## config.mk

```make
export PLATFORM = sky130hd
export DESIGN_NAME = tt_um_serial_subtractor
export DESIGN_NICKNAME = d
export VERILOG_FILES = /design/src/rtl/tt_sub_pkg.sv /design/src/rtl/sub_bit_cell.sv /design/src/rtl/tt_um_serial_subtractor.sv
export SDC_FILE = /design/constraint.sdc
export NUM_CORES = 1
export LEC_CHECK = 0
export CAP_MARGIN = 10
export CORE_UTILIZATION = 44
export CTS_CLUSTER_SIZE = 25
export DETAILED_ROUTE_END_ITERATION = 10
export GPL_TIMING_DRIVEN = 0
export PLACE_DENSITY = 0.74
export SLEW_MARGIN = 20
export SYNTH_ARGS = -nofsm -noshare
export SYNTH_HDL_FRONTEND = slang
export SYNTH_SLANG_ARGS = --single-unit
export TNS_END_PERCENT = 50
```

## constraint.sdc

```tcl
create_clock -name clk -period 2.6 [get_ports clk]
set_input_delay 0.52 -clock clk [delete_from_list [all_inputs] [get_ports clk]]
set_output_delay 0.52 -clock clk [all_outputs]
set_load 0.02 [all_outputs]
```

## src/rtl/tt_sub_pkg.sv

```systemverilog
// Shared definitions for the bit-serial subtractor tile: FSM encoding, uio bit map,
// and a helper for sizing the bit counter.
package tt_sub_pkg;

  typedef enum logic [1:0] {
    ST_IDLE = 2'd0,
    ST_RUN  = 2'd1,
    ST_DONE = 2'd2
  } state_t;

  // uio_in strobe positions
  localparam int LOAD_A = 0;
  localparam int LOAD_B = 1;
  localparam int START  = 2;

  // uio_out status positions
  localparam int DONE   = 4;
  localparam int BORROW = 5;
  localparam int BUSY   = 6;
  localparam int ZERO   = 7;

  localparam logic [7:0] UIO_OE_MASK = 8'hF0;

  // Counter needs at least one bit even when only a single bit is processed.
  function automatic int cnt_width(input int w);
    return (w > 1) ? $clog2(w) : 1;
  endfunction

endpackage

```

## src/rtl/sub_bit_cell.sv

```systemverilog
// One-bit full subtractor (a - b - bin) built from two half subtractors and an OR
// that merges their borrows.
module sub_bit_cell (
  input  logic a,
  input  logic b,
  input  logic bin,
  output logic d,
  output logic bout
);

  logic hs1_d;
  logic hs1_b;
  logic hs2_b;

  assign hs1_d = a ^ b;
  assign hs1_b = ~a & b;

  assign d     = hs1_d ^ bin;
  assign hs2_b = ~hs1_d & bin;

  assign bout  = hs1_b | hs2_b;

endmodule

```

## src/rtl/tt_um_serial_subtractor.sv

```systemverilog
// Bit-serial A - B tile: operands loaded byte-wide, difference computed LSB first
// through one borrow-chained cell, result and flags latched on completion.
module tt_um_serial_subtractor
  import tt_sub_pkg::*;
#(
  parameter int WIDTH = 8
) (
  input  logic [7:0] ui_in,
  output logic [7:0] uo_out,
  input  logic [7:0] uio_in,
  output logic [7:0] uio_out,
  output logic [7:0] uio_oe,
  input  logic       ena,
  input  logic       clk,
  input  logic       rst_n
);

  localparam int                 CNT_W    = cnt_width(WIDTH);
  localparam logic [CNT_W-1:0]   CNT_LAST = CNT_W'(WIDTH - 1);

  state_t             state_q;
  state_t             state_d;

  logic [WIDTH-1:0]   op_a_q;
  logic [WIDTH-1:0]   op_b_q;
  logic [WIDTH-1:0]   sh_a_q;
  logic [WIDTH-1:0]   sh_b_q;
  logic [WIDTH-1:0]   res_sr_q;
  logic [WIDTH-1:0]   res_next;
  logic [WIDTH-1:0]   result_q;
  logic [CNT_W-1:0]   cnt_q;
  logic               borrow_ff_q;
  logic               done_q;
  logic               borrow_q;
  logic               zero_q;

  logic               load_a;
  logic               load_b;
  logic               start;
  logic               load_any;
  logic               start_go;
  logic               running;
  logic               last_bit;
  logic               cell_d;
  logic               cell_bout;
  logic               unused_ok;

  assign load_a   = uio_in[LOAD_A];
  assign load_b   = uio_in[LOAD_B];
  assign start    = uio_in[START];
  assign load_any = load_a | load_b;
  // A load in the same cycle takes priority; start is dropped.
  assign start_go = start & ~load_any;
  assign running  = (state_q == ST_RUN);
  assign last_bit = running && (cnt_q == CNT_LAST);

  assign unused_ok = &{1'b0, uio_in[7:3], ui_in, res_sr_q[0]};

  sub_bit_cell u_cell (
    .a    (sh_a_q[0]),
    .b    (sh_b_q[0]),
    .bin  (borrow_ff_q),
    .d    (cell_d),
    .bout (cell_bout)
  );

  // New difference bit enters at the MSB so the word is aligned after WIDTH shifts.
  always_comb begin
    res_next            = res_sr_q >> 1;
    res_next[WIDTH-1]   = cell_d;
  end

  always_ff @(posedge clk or negedge rst_n) begin
    if (!rst_n) begin
      state_q <= ST_IDLE;
    end else if (ena) begin
      state_q <= state_d;
    end
  end

  always_comb begin
    state_d = state_q;
    case (state_q)
      ST_IDLE, ST_DONE: if (start_go) state_d = ST_RUN;
      ST_RUN:           if (cnt_q == CNT_LAST) state_d = ST_DONE;
      default:          state_d = ST_IDLE;
    endcase
  end

  always_ff @(posedge clk or negedge rst_n) begin
    if (!rst_n) begin
      op_a_q      <= '0;
      op_b_q      <= '0;
      sh_a_q      <= '0;
      sh_b_q      <= '0;
      res_sr_q    <= '0;
      result_q    <= '0;
      cnt_q       <= '0;
      borrow_ff_q <= 1'b0;
      done_q      <= 1'b0;
      borrow_q    <= 1'b0;
      zero_q      <= 1'b0;
    end else if (ena) begin
      if (!running) begin
        if (load_a) op_a_q <= ui_in[WIDTH-1:0];
        if (load_b) op_b_q <= ui_in[WIDTH-1:0];
        if (load_any || start) done_q <= 1'b0;
        if (start_go) begin
          sh_a_q      <= op_a_q;
          sh_b_q      <= op_b_q;
          borrow_ff_q <= 1'b0;
          cnt_q       <= '0;
        end
      end else begin
        sh_a_q      <= sh_a_q >> 1;
        sh_b_q      <= sh_b_q >> 1;
        res_sr_q    <= res_next;
        borrow_ff_q <= cell_bout;
        if (last_bit) begin
          result_q <= res_next;
          borrow_q <= cell_bout;
          zero_q   <= (res_next == '0);
          done_q   <= 1'b1;
        end else begin
          cnt_q <= cnt_q + CNT_W'(1);
        end
      end
    end
  end

  always_comb begin
    uio_out         = '0;
    uio_out[DONE]   = done_q;
    uio_out[BORROW] = borrow_q;
    uio_out[BUSY]   = running;
    uio_out[ZERO]   = zero_q;
    uo_out          = 8'(result_q);
    uio_oe          = UIO_OE_MASK;
  end

endmodule

```

==> qor.yml, run 1 <==
cts:
  ctsResizeCount: 0
  cts.clk_slew.worst_paths_ns: 0.09
  clock_sinks: 56
  clock-root-buffer: "sky130_fd_sc_hd__clkbuf_8"
  post_cts.repair.setup_buffers: 0
  tritoncts.num_buffers: 5
  clock_tree.htree_level_count: 2
  cts.hold.buffers_added: 0
  number_of_buffers_on_the_longest_clock_path: 2
  clk_latency_ns: 0.31
  tritoncts_clock_tree: "yes"
die:
  start_util_pct: 46.2
  core-area_mm2: 0.00554
  width_of_the_die_um: 78.2
  floorplan.die_area_mm2: 0.00612
  design.portCount: 43
  floorplan.rows: 27
  die-height_um: 78.2
synthesis:
  synth.avg_cell_area_um2: 14.0
  postSynth.asyncResetShare_pct: 100
  syn-instance-count: 183
  ys_top_cells_by_area: "sky130_fd_sc_hd__dfrtp_1, sky130_fd_sc_hd__mux2_2, sky130_fd_sc_hd__buf_4, sky130_fd_sc_hd__mux2_4, sky130_fd_sc_hd__buf_6"
  synth_edf_count: 0
  synth_ff_type: "sky130_fd_sc_hd__dfrtp_1"
  synth.yosys.seq_area_share_pct: 54.8
  seq_cells_post_synth: 56
  most_frequently_used_cell_type_in_the_post_synthesis_netlist: "sky130_fd_sc_hd__dfrtp_1"
  synth_commonest_cells: "sky130_fd_sc_hd__dfrtp_1, sky130_fd_sc_hd__mux2_2, sky130_fd_sc_hd__buf_4"
  synth_largest_area_cell: "sky130_fd_sc_hd__dfrtp_1"
  synthesis.yosys.warnings: 0
  post-synth-top-area-fraction_pct: 54.8
  netlist-cell-type-count: 32
  syn_area_mm2: 0.00256
critical_path:
  data_required_critical_path_ns: 2.08
  highest_fanout_seen_on_the_critical_path: 10
  worstSetupEndpointType: "output pin"
  cp.arrival_ns: 1.93
  regToRegEndpoint: "uo_out[3]"
  crit_type: "reg2out"
  slack_of_the_worst_reg_to_reg_path_ns: 0.74
  startpoint_type: "flop"
  r2r_cell_count: 5
  regToRegStartpoint: "cnt_q[0]"
grt:
  grt_first_pass_wirelength_mm: 6.82
  grt_pass1_vias: 1434
  initial_antenna_violation_count: 0
  all_layer_gr_usage_pct: 14.7
  grt_start_max_net_pins: 57
  grt-ovfl-total: 0
cells_and_area:
  antennaDiodeCount: 0
  core_util_final_pct: 54.6
  fillers: 482
  num-nets-final: 247
  drive_gt1_share_pct: 42.0
  syn2layout_area_growth_pct: 18.3
  finalNonFillerCells: 298
status:
  run_status: "finished, final reports clean"
drt:
  vias_per_cell: 4.91
  postRouteAntennaNets: 0
  detail_route.wirelength_mm: 3.99
  number_of_iterations_in_the_first_detailed_routing_pass: 3
  drt_iter0_markers: 59
  post_drt_wl_per_cell_um: 13.4
  vias: 1462
  drc: 0
placement:
  place.detailed.instances: 290
  io_buffer_count: 25
  dp.final_hpwl_mm: 2.78
  global_placement_routability_congestion: 0.670
power_and_ir_drop:
  power.total_mw: 3.47
  irDropWorstVdd_mv: 0.524
  areal_power_density_over_the_cells_mw_per_mm2: 1150
  leakagePower_nw: 1.38
sta:
  maxSlewViolCount: 0
  setup_viol: 0
  worst_slew_pin_slew_ns: 0.676
  number_of_hold_violations_in_the_final_report: 0
  max_clk_rate_ghz: 0.408
  rsz0062_at_grt: "false"
  period_share_pct: 94.3
  finalWorstPathRequiredPeriod_ns: 2.45
  relative_slew_slack_pct: 55.0
  setup_skew_after_layout_ns: 0.00444
hold_path:
  min_path_type: "in2async"
run:
  max_cap_viol_count: 0
[critical path, stage by stage, from the launching register on]
cell                              delay (ns)
sky130_fd_sc_hd__dfrtp_1                0.41
sky130_fd_sc_hd__nand2b_2               0.22
sky130_fd_sc_hd__inv_2                  0.10
sky130_fd_sc_hd__buf_4                  0.19
sky130_fd_sc_hd__buf_4                  0.12
sky130_fd_sc_hd__clkdlybuf4s50_1        0.58
[final cells by class]
class                      instances  area (um2)  area share, %
multi-input combinational        110        1000           33.2
buffer                            22         171           5.67
inverter                           5        18.8          0.620
tap                               72        90.1           2.98
clock buffer                       6        82.6           2.73
timing repair buffer              25         248           8.19
clock inverter                     2        10.0          0.331
sequential                        56        1400           46.3
[registers in the layout, summed over array words and instances, names as in the netlist]
register and flops:
borrow_ff_q 1, borrow_q 1, cnt_q 3, done_q 1, op_a_q 8, op_b_q 8, res_sr_q 7, sh_a_q 8
sh_b_q 8, state_q 2, uo_out 8, zero_q 1
[cell families (layout without fill, tap and decap cells)]
logic type               Yosys count  count (layout)  synth area share (%)
AO/OA/AOI/OAI                     19              19                  4.94
multiplexers                      59              59                  26.6
flip-flops                        56              56                  54.8
AND/OR/NAND/NOR                   17              17                  4.16
adder cells (fa/ha/maj)            3               3                  1.76
other                              2              12                 0.294
buffers and inverters             27              60                  7.44
[through the flow]
stage                     hold WS [ns]  area, um2  worst slack (ns)  TNS [ns]
after floorplan                  0.224       2590             0.959         0
after global placement           0.465       2940            -0.693    -38.71
after detailed placement         0.472       2930             0.310         0
after CTS                        0.271       3030             0.122         0
after global routing             0.293       3030            0.0238         0
final                            0.237       3030             0.147         0
[cells in the final DEF, fill, tap and decap left out]
master and count:
sky130_fd_sc_hd__mux2_4 5, sky130_fd_sc_hd__nor3b_2 1, sky130_fd_sc_hd__or2_2 1, sky130_fd_sc_hd__o21ai_0 6, sky130_fd_sc_hd__o21a_1 1, sky130_fd_sc_hd__clkdlybuf4s50_1 24
sky130_fd_sc_hd__inv_2 1, sky130_fd_sc_hd__a32o_1 2, sky130_fd_sc_hd__a21bo_2 1, sky130_fd_sc_hd__mux2i_1 2, sky130_fd_sc_hd__a31oi_1 2, sky130_fd_sc_hd__nand2_2 1
sky130_fd_sc_hd__buf_2 2, sky130_fd_sc_hd__and2_1 1, sky130_fd_sc_hd__o22ai_1 1, sky130_fd_sc_hd__nand3_1 2, sky130_fd_sc_hd__conb_1 12, sky130_fd_sc_hd__nand4b_1 1
sky130_fd_sc_hd__nand2_1 4, sky130_fd_sc_hd__ha_1 2, sky130_fd_sc_hd__clkbuf_8 6, sky130_fd_sc_hd__and4bb_2 1, sky130_fd_sc_hd__clkinv_2 2, sky130_fd_sc_hd__dfrtp_1 56
sky130_fd_sc_hd__fa_1 1, sky130_fd_sc_hd__inv_1 4, sky130_fd_sc_hd__o31ai_1 1, sky130_fd_sc_hd__a21oi_1 3, sky130_fd_sc_hd__mux2_2 52, sky130_fd_sc_hd__nand2b_2 1
sky130_fd_sc_hd__nor4_1 2, sky130_fd_sc_hd__nor2_1 2, sky130_fd_sc_hd__buf_6 3, sky130_fd_sc_hd__buf_4 18, sky130_fd_sc_hd__a32oi_1 2
[per-layer routing]
layer | global-route usage (%) | up-vias | share of wire (%)
li1 | - | 704 | -
met1 | 20.1 | 722 | 48
met2 | 21.4 | 29 | 46
met3 | 4.07 | 7 | 4.0
met4 | 7.22 | 0 | 2.1
met5 | 0 | - | 0
[worst max path at each step]
stage / from / end / slack, ns / cells after the start
5_1_grt: state_q[1] / uio_out[6] / 0.02 / 5
3_3_place_gp: rst_n / op_b_q[5] / -0.69 / 1
6_report: state_q[1] / uio_out[6] / 0.15 / 5
4_1_cts: state_q[1] / uio_out[6] / 0.12 / 5
3_5_place_dp: uio_in[1] / sh_a_q[2] / 0.31 / 6
2_1_floorplan: uio_in[1] / sh_a_q[2] / 0.96 / 5
[report_power, final]
part | internal, mW | switching, mW
logic | 0.885 | 0.598
registers | 1.28 | 0.229
clock network | 0.213 | 0.267
Note: power is estimated with default switching activity, not from simulation.
==> run 2: changes to the inputs <==
--- a/config.mk
+++ b/config.mk
@@ -5,7 +5,7 @@
 export SDC_FILE = /design/constraint.sdc
 export NUM_CORES = 1
 export LEC_CHECK = 0
-export CAP_MARGIN = 10
+export CAP_MARGIN = 20
 export CORE_UTILIZATION = 44
 export CTS_CLUSTER_SIZE = 25
 export DETAILED_ROUTE_END_ITERATION = 10
==> results of run 2 <==
No change in the layout: final DEF, timing and power equal those of run 1.
==> run 3: changes to the inputs <==
--- a/config.mk
+++ b/config.mk
@@ -5,6 +5,7 @@
 export SDC_FILE = /design/constraint.sdc
 export NUM_CORES = 1
 export LEC_CHECK = 0
+export ABC_CLOCK_PERIOD_IN_PS = 2600
 export CAP_MARGIN = 20
 export CORE_UTILIZATION = 44
 export CTS_CLUSTER_SIZE = 25
==> results of run 3 <==
No change in the layout: final DEF, timing and power equal those of run 1.
